<file path="src/rtl/fsic_io_serdes_tx.sv">
// FSIC serial-link transmitter: 2-deep frame FIFO feeding a per-phase lane serializer on ioclk.
// Optional FSIC_SERDES_TX_IDLE_HOLD_EN: idle frames repeat the last data frame with tvalid cleared.
module fsic_io_serdes_tx #(
  parameter int pSERIALIO_WIDTH = 12,
  parameter int pCLK_RATIO      = 4,
  parameter int pVALID_BIT      = 45,
  parameter int pREADY_BIT      = 44
) (
  input  logic                                  ioclk,
  input  logic                                  axis_rst_n,
  input  logic                                  tx_en_req,
  input  logic                                  phase_sync,
  input  logic                                  local_tready,
  input  logic [pSERIALIO_WIDTH*pCLK_RATIO-1:0] in_word,
  input  logic                                  in_valid,
  output logic                                  in_ready,
  output logic [pSERIALIO_WIDTH-1:0]            serial_txd,
  output logic                                  tx_active,
  output logic [15:0]                           frame_cnt
);

  localparam int pFRAME_WIDTH = pSERIALIO_WIDTH * pCLK_RATIO;
  localparam int pPHASE_W     = (pCLK_RATIO > 1) ? $clog2(pCLK_RATIO) : 1;
  localparam logic [pPHASE_W-1:0] pLAST_PHASE = pPHASE_W'(pCLK_RATIO - 1);

  typedef enum logic [1:0] {
    ST_IDLE  = 2'd0,
    ST_ARM   = 2'd1,
    ST_RUN   = 2'd2,
    ST_DRAIN = 2'd3
  } state_t;

  state_t                   state_q, state_d;
  logic [pPHASE_W-1:0]      phase_q, phase_d;
  logic [pFRAME_WIDTH-1:0]  frame_q, frame_d;
  logic [15:0]              frame_cnt_q, frame_cnt_d;

  logic [pFRAME_WIDTH-1:0]  fifo_mem_q [2];
  logic                     wr_ptr_q, wr_ptr_d;
  logic                     rd_ptr_q, rd_ptr_d;
  logic [1:0]               count_q, count_d;

`ifdef FSIC_SERDES_TX_IDLE_HOLD_EN
  logic [pFRAME_WIDTH-1:0]  last_data_q, last_data_d;
`endif

  logic                     running;
  logic                     fifo_empty;
  logic                     fifo_full;
  logic                     push;
  logic                     pop;
  logic                     arm_start;
  logic                     boundary;
  logic                     load;
  logic [pFRAME_WIDTH-1:0]  idle_frame;
  logic [pFRAME_WIDTH-1:0]  load_frame;

  // ---------------------------------------------------------------------
  // Status decode
  // ---------------------------------------------------------------------
  assign running    = (state_q == ST_RUN) || (state_q == ST_DRAIN);
  assign fifo_empty = (count_q == 2'd0);
  assign fifo_full  = (count_q == 2'd2);
  assign in_ready   = !fifo_full && ((state_q == ST_ARM) || (state_q == ST_RUN));
  assign push       = in_valid && in_ready;
  assign arm_start  = (state_q == ST_ARM) && tx_en_req && phase_sync;
  assign boundary   = running && (phase_q == pLAST_PHASE);
  // Occupancy is taken before this edge's push, so a word never bypasses the FIFO.
  assign load       = boundary || arm_start;
  assign pop        = load && !fifo_empty;

  assign tx_active  = running;
  assign frame_cnt  = frame_cnt_q;

  // ---------------------------------------------------------------------
  // Frame selection
  // ---------------------------------------------------------------------
  always_comb begin
    idle_frame = '0;
`ifdef FSIC_SERDES_TX_IDLE_HOLD_EN
    idle_frame = last_data_q;
`endif
    idle_frame[pVALID_BIT] = 1'b0;

    load_frame = fifo_empty ? idle_frame : fifo_mem_q[rd_ptr_q];
    // The flow-control bit always reflects the receiver state at load time.
    load_frame[pREADY_BIT] = local_tready;
  end

  // ---------------------------------------------------------------------
  // Control FSM next state
  // ---------------------------------------------------------------------
  always_comb begin
    state_d = state_q;
    unique case (state_q)
      ST_IDLE: begin
        if (tx_en_req) state_d = ST_ARM;
      end
      ST_ARM: begin
        if (!tx_en_req)     state_d = ST_IDLE;
        else if (phase_sync) state_d = ST_RUN;
      end
      ST_RUN: begin
        if (!tx_en_req) state_d = ST_DRAIN;
      end
      ST_DRAIN: begin
        if (tx_en_req)                   state_d = ST_RUN;
        else if (boundary && fifo_empty) state_d = ST_IDLE;
      end
      default: state_d = ST_IDLE;
    endcase
  end

  // ---------------------------------------------------------------------
  // Phase, frame register and frame counter
  // ---------------------------------------------------------------------
  always_comb begin
    phase_d     = phase_q;
    frame_d     = frame_q;
    frame_cnt_d = frame_cnt_q;

    if (arm_start) begin
      phase_d = '0;
    end else if (running) begin
      phase_d = (phase_q == pLAST_PHASE) ? '0 : phase_q + pPHASE_W'(1);
    end

    if (load) frame_d = load_frame;
    if (pop)  frame_cnt_d = frame_cnt_q + 16'd1;
  end

`ifdef FSIC_SERDES_TX_IDLE_HOLD_EN
  always_comb begin
    last_data_d = last_data_q;
    if (pop) last_data_d = load_frame;
  end
`endif

  // ---------------------------------------------------------------------
  // FIFO pointers and occupancy
  // ---------------------------------------------------------------------
  always_comb begin
    wr_ptr_d = wr_ptr_q;
    rd_ptr_d = rd_ptr_q;
    count_d  = count_q + {1'b0, push} - {1'b0, pop};
    if (push) wr_ptr_d = ~wr_ptr_q;
    if (pop)  rd_ptr_d = ~rd_ptr_q;
  end

  // ---------------------------------------------------------------------
  // State registers
  // ---------------------------------------------------------------------
  always_ff @(posedge ioclk or negedge axis_rst_n) begin
    if (!axis_rst_n) begin
      state_q     <= ST_IDLE;
      phase_q     <= '0;
      frame_q     <= '0;
      frame_cnt_q <= '0;
      wr_ptr_q    <= 1'b0;
      rd_ptr_q    <= 1'b0;
      count_q     <= '0;
    end else begin
      state_q     <= state_d;
      phase_q     <= phase_d;
      frame_q     <= frame_d;
      frame_cnt_q <= frame_cnt_d;
      wr_ptr_q    <= wr_ptr_d;
      rd_ptr_q    <= rd_ptr_d;
      count_q     <= count_d;
    end
  end

  always_ff @(posedge ioclk or negedge axis_rst_n) begin
    if (!axis_rst_n) begin
      for (int i = 0; i < 2; i++) fifo_mem_q[i] <= '0;
    end else if (push) begin
      fifo_mem_q[wr_ptr_q] <= in_word;
    end
  end

`ifdef FSIC_SERDES_TX_IDLE_HOLD_EN
  always_ff @(posedge ioclk or negedge axis_rst_n) begin
    if (!axis_rst_n) last_data_q <= '0;
    else             last_data_q <= last_data_d;
  end
`endif

  // ---------------------------------------------------------------------
  // Lane serializer: lane j carries frame bits j*pCLK_RATIO .. +pCLK_RATIO-1
  // ---------------------------------------------------------------------
  generate
    for (genvar gi = 0; gi < pSERIALIO_WIDTH; gi++) begin : g_lane
      logic [pCLK_RATIO-1:0] lane_bits;
      assign lane_bits      = frame_q[gi*pCLK_RATIO +: pCLK_RATIO];
      assign serial_txd[gi] = lane_bits[phase_q] & tx_active;
    end
  endgenerate

endmodule
</file>
<file path="config.mk">
export PLATFORM = sky130hd
export DESIGN_NAME = fsic_io_serdes_tx
export DESIGN_NICKNAME = d
export VERILOG_FILES = /design/src/rtl/fsic_io_serdes_tx.sv
export SDC_FILE = /design/constraint.sdc
export NUM_CORES = 1
export LEC_CHECK = 0
export ABC_AREA = 1
export ABC_CLOCK_PERIOD_IN_PS = 2700
export BUFFER_PORTS_ARGS = -buffer_cell sky130_fd_sc_hd__buf_2
export CAP_MARGIN = 20
export CORE_UTILIZATION = 30
export CTS_BUF_LIST = sky130_fd_sc_hd__clkbuf_8
export DETAILED_ROUTE_END_ITERATION = 6
export GPL_TIMING_DRIVEN = 0
export SKIP_CTS_REPAIR_TIMING = 1
export SYNTH_ARGS = -nofsm -noshare
export SYNTH_HDL_FRONTEND = slang
export SYNTH_SLANG_ARGS = --single-unit
</file>
<file path="constraint.sdc">
create_clock -name ioclk -period 2.7 [get_ports ioclk]
set_input_delay 0.54 -clock ioclk [delete_from_list [all_inputs] [get_ports ioclk]]
set_output_delay 0.54 -clock ioclk [all_outputs]
set_load 0.02 [all_outputs]
</file>
# --- Yosys cells after proc, flatten, opt, wreduce, memory -nomap -nowiden ---
# Cells that the tools add are included.
# W data, S select, Z words.
classes:
  n_addsub: 4
  magnitude_cmp: 4
  eq_ne: 9
  n_mux: 41
  bitwise: 16
  reduce_logical: 17
ops:
  columns: ["operator", "n"]
  rows:
  - ["$mux W48", 5]
  - ["$bwmux W96", 1]
  - ["$demux W48 S1", 1]
  - ["$bmux W1 S2", 12]
  - ["$mux W2", 9]
  - ["$add A16 B1 Y16 const B", 1]
  - ["$and A1 B1 Y1", 12]
  - ["$mux W1", 12]
  - ["$eq A2 B2 Y1 const B", 4]
  - ["$logic_and A1 B1 Y1", 8]
  - ["$pmux W2 S4", 1]
  - ["$ge A2 B2 Y1 const B", 2]
  - ["$logic_not A2 Y1", 2]
  - ["$ne A2 B2 Y1 const B", 2]
  - ["$not A1 Y2", 2]
  - ["$reduce_and A4 Y1", 1]
  - ["$logic_or A1 B1 Y1", 3]
  - ["$lt A2 B3 Y1 const B", 1]
  - ["$ne A3 B2 Y1 const B", 1]
  - ["$ne A3 B3 Y1 const B", 1]
  - ["$add A2 B1 Y2", 1]
  - ["$add A2 B1 Y2 const B", 1]
  - ["$eq A2 B1 Y1 const B", 1]
  - ["$logic_not A1 Y1", 2]
  - ["4 further kinds", 5]
totals:
  ff_bits: 168
  in_bits: 54
  out_inout_bits: 30
  wordCells: 100

# --- Longest topological paths before layout ---
logic_depth:
  ltp_word: 7
  mapped_depth: 11
  depth_no_buf: 10

# --- Worst setup path before layout ---
# Ideal clock, no wire load.
synth_path:
  path_type: "register to register"
  startpoint: "reg state_q[0]"
  endpoint: "reg count_q[0]"
  setup_ns: 0.126
  arrival_ns: 2.071
  required_time_ns: 2.574
  path_slack_ns: 0.503
  stages_incl_launch_ff: 11
  path_buffers: 1
  period_less_slack_ns: 2.197
  cell_sequence: "dfrtp_1 > inv_1 > ha_1 > inv_1 > nand2_1 > nand2_2 > a21boi_2 > buf_2 > ha_1 > inv_1 > ha_1"
synth_between:
  elab_chain_len: 6
  elab_cells_between_ends: 14
  cone_classes: "2 x add/sub; 3 x eq/ne; 9 x reduce/logical"
synth_rtl:
  columns: ["element", "line_no", "text"]
  rows:
  - ["start, declared", "33", "state_t state_q, state_d;"]
  - ["start signal, assigned", "163", "state_q <= state_d;"]
  - ["$eq A2 B2 Y1", "61", "assign running = (state_q == ST_RUN) || (state_q == ST_DRAIN);"]
  - ["$logic_or A1 B1 Y1 *", "61", null]
  - ["via tx_active", "18", "output logic tx_active,"]
  - ["$logic_and A1 B1 Y1 *", "67", "assign boundary = running && (phase_q == pLAST_PHASE);"]
  - ["$logic_or A1 B1 Y1 *", "69", "assign load = boundary || arm_start;"]
  - ["$logic_and A1 B1 Y1 *", "70", "assign pop = load && !fifo_empty;"]
  - ["via pop", "51", "logic pop;"]
  - ["$sub A2 B1 Y2 *", "145", "count_d = count_q + {1'b0, push} - {1'b0, pop};"]
  - ["via count_d[0]", "41", "logic [1:0] count_q, count_d;"]
  - ["end signal, assigned", "169", "count_q <= count_d;"]
  - ["end, declared", "41", null]
# Mark *: on every way through the listed nets, which the timed path passes. The rest lies on a longest branch.
# A chain may end at the register's enable or synchronous reset.

# --- Worst setup path in the final report ---
layout_path:
  startpoint: "reg phase_q[0]"
  endpoint: "out serial_txd[8]"
layout_between:
  elab_chain_len: 3
layout_rtl:
  columns: ["element", "line_no", "text"]
  rows:
  - ["start, declared", "34", "logic [pPHASE_W-1:0] phase_q, phase_d;"]
  - ["start signal, assigned", "164", "phase_q <= phase_d;"]
  - ["$bmux W1 S2", "195", "assign serial_txd[gi] = lane_bits[phase_q] & tx_active;"]
  - ["$mux W1 (not written as such)", "195", null]
  - ["$and A1 B1 Y1", "195", null]
  - ["end, declared", "17", "output logic [pSERIALIO_WIDTH-1:0] serial_txd,"]
# No other way between the ends. The select of a mux whose other input is x is not followed.

==> flow_metrics.env <==
export IMPL_antenna_found_initial=0
export IMPL_synth_edf_count=0
export IMPL_yosys_top_cells_count="dfrtp_1 (166), nand2_1 (151), o21ai_0 (107), inv_1 (92), mux2i_1 (47)"
export IMPL_dr_total_vias=5866
export IMPL_grt_max_degree=85
export IMPL_critPathLaunchType="register"
export IMPL_cts_buffers=17
export IMPL_r2r_slack_ns=0.21
export IMPL_die_w_um=160
export IMPL_yosysWarningCount=0
export IMPL_worstReg2RegStart="state_q[0]"
export IMPL_clock_sinks=166
export IMPL_synth_area_sq_mm=0.00751
export IMPL_drt_wirelength_per_cell_um=15.4
export IMPL_setup_violations=0
export IMPL_synthXorXnorAreaFrac_pct=1.28
export IMPL_dp_hpwl_um=13500
export IMPL_rows=57
export IMPL_layout_worst_path_cycle_share_pct=98.1
export IMPL_synthTopCellsByArea="dfrtp_1 (55%), nand2_1 (7.5%), o21ai_0 (7.1%)"
export IMPL_worst_ep_arrival_time_ns=2.11
export IMPL_r2r_end="count_q[0]"
export IMPL_crit_slowest_cell="dfrtp_2"
export IMPL_setup_slack_ns=0.0507
export IMPL_dr_pass1_iters=5
export IMPL_path_clk_slew_ns=0.09
export IMPL_synthSimpleGateAreaFrac_pct=12.2
export IMPL_coreArea_sq_mm=0.0245
export IMPL_rr_worst_depth=10
export IMPL_grt_pass1_vias=5820
export IMPL_slew_headroom_pct=38.8
export IMPL_hold_ws_ns=0.0224
export IMPL_syn_area_per_cell_sq_um=9.29
export IMPL_ir_drop_mv=0.451
export IMPL_gp_congestion=0.765
export IMPL_gr_usage_met2_pct=25.0
export IMPL_drt_vias_per_instance=4.70
export IMPL_ant_nets=0
export IMPL_yosysSeqAreaShare_pct=55.3
export IMPL_cts_htree_levels=4
export IMPL_cts_tree="done"
export IMPL_layout_min_cycle_time_ns=2.65
export IMPL_wl_um=19300
export IMPL_grt_use_met3_pct=3.56
export IMPL_synth_ff_type="dfrtp_1"
export IMPL_syn_to_final_growth_pct=17.4
export IMPL_grt_use_met1_pct=21.1
export IMPL_clock_skew_ns=0.0173
export IMPL_worst_setup_path_end_kind="output port"
export IMPL_synth_compound_area_share_pct=15.3
export IMPL_worstPathBufferInverterCount=2
export IMPL_critPathTopFamily="buffers and inverters"
export IMPL_synthDominantCellAreaShare_pct=55.3
export IMPL_cts_root_buffer_cell="clkbuf_8"
export IMPL_yosysMostFrequentCell="dfrtp_1"
export IMPL_cp_max_fo=10
export IMPL_cp_required_ns=2.16
export IMPL_die_y_um=160
export IMPL_clkLatencyLatePin_ns=0.48
export IMPL_worst_pin_slew_ns=0.918
export IMPL_nets=973
export IMPL_grt_overflow_total=0
export IMPL_powerDensity_mw_per_mm2=1130
export IMPL_yosysTopAreaCell="dfrtp_1"
export IMPL_finalMaxSlewViolations=0
export IMPL_fmax_mhz=377
export IMPL_drv_cap=0
export IMPL_crit_start="phase_q[0]"
export IMPL_drive_above_1_share_pct=18.5
export IMPL_dieArea_sq_mm=0.0257
export IMPL_critical_path_class="reg2out"
export IMPL_synth_nets=872
export IMPL_synth_adder_area_share_pct=1.50
export IMPL_grt_pass1_wl_um=31200
export IMPL_post_place_ws_ns=0.0848
export IMPL_ys_async_sr_fraction_pct=100
export IMPL_finalHoldViolCount=0
export IMPL_min_path_type="in2async"
export IMPL_cts_buffer_depth=2
export IMPL_syn_inst=809
export IMPL_crit_chain="clkbuf_1 > o21ai_0 > a21oi_4 > buf_4"
export IMPL_fin_total_pwr_uw=10000
export IMPL_synth_cell_types=29
export IMPL_muxShareOfSynthArea_pct=6.41
export IMPL_leakagePower_uw=0.00430
export IMPL_drc=0
export IMPL_utilization_pct=36.0
export IMPL_synth_top_family_by_area="compound AO/OA/AOI/OAI gates"
export IMPL_first_iter_violations=416
export IMPL_top_usage_layer="met2"
export IMPL_start_util_pct=30.7
export IMPL_portBuffers=82
export IMPL_ios=84
export IMPL_status="completed"
export IMPL_grt_use_total_pct=15.6
export IMPL_ys_ff_latch=166
export IMPL_diodes=0
export IMPL_max_stage_delay_ns=0.48
==> layout by cell type (no fill, tap or decap), drive strengths merged, types with 24 or more instances in the layout <==
| cell type | count |
|---|---|
| clkbuf | 41 |
| o22ai | 24 |
| nand3 | 34 |
| a21oi | 38 |
| nand2 | 154 |
| buf | 106 |
| mux2i | 47 |
| inv | 95 |
| dfrtp | 166 |
| o21ai | 149 |
==> report_power, final <==
part / internal, uW / total (uW) / switching [uW]
Clock: 728 / 1700 / 972
Sequential: 3490 / 4060 / 568
Combinational: 1600 / 4250 / 2640
==> stage by stage <==
| step | TNS, ns | instances | instance area, sq um |
|---|---|---|---|
| floorplan | 0 | 809 | 7510 |
| global placement | -249.01 | 1215 | 8330 |
| detailed placement | 0 | 1216 | 8370 |
| CTS | -5.15 | 1248 | 8730 |
| global route | -0.0123 | 1247 | 8820 |
| finish | 0 | 1247 | 8820 |
==> registers in the layout (all words and copies together) (netlist names), named ones only <==
signal      flops
state_q         1
count_q         2
frame_cnt      16
wr_ptr_q        1
rd_ptr_q        1
fifo_mem_q     94
frame_q        48
phase_q         2
==> cell families after synthesis <==
group                      Yosys count
buffers and inverters              140
xor gates and xnor gates            11
AOI/OAI and AO/OA                  213
muxes                               48
adders and majority gates            9
and+or+nand+nor                    222
DFF                                166
==> worst max-delay path by stage <==
stage                     cells past startpoint        endpoint  slack, ns
after floorplan                              10      count_q[0]       0.50
after global placement                        1  fifo_mem_q[75]      -1.51
after detailed placement                      8   serial_txd[5]       0.08
after CTS                                     8   serial_txd[5]      -0.47
after global routing                          8   serial_txd[3]     -0.007
final                                         4   serial_txd[8]       0.05
==> layout make-up <==
cell class | instances | area (sq um)
fill | 2499 | 15600
tap | 324 | 405
multi-input combinational | 503 | 2800
clock inverter | 15 | 133
sequential | 166 | 4160
timing repair buffer | 83 | 470
inverter | 92 | 345
clock buffer | 17 | 234
buffer | 47 | 269
==> metal layers <==
layer | vias up | part of all wire, %
met5 | - | 0
met4 | 0 | 1.3
met3 | 23 | 4.8
met2 | 138 | 47
met1 | 2838 | 47
li1 | 2867 | -
No activity file was read; power rests on OpenSTA's default activity.
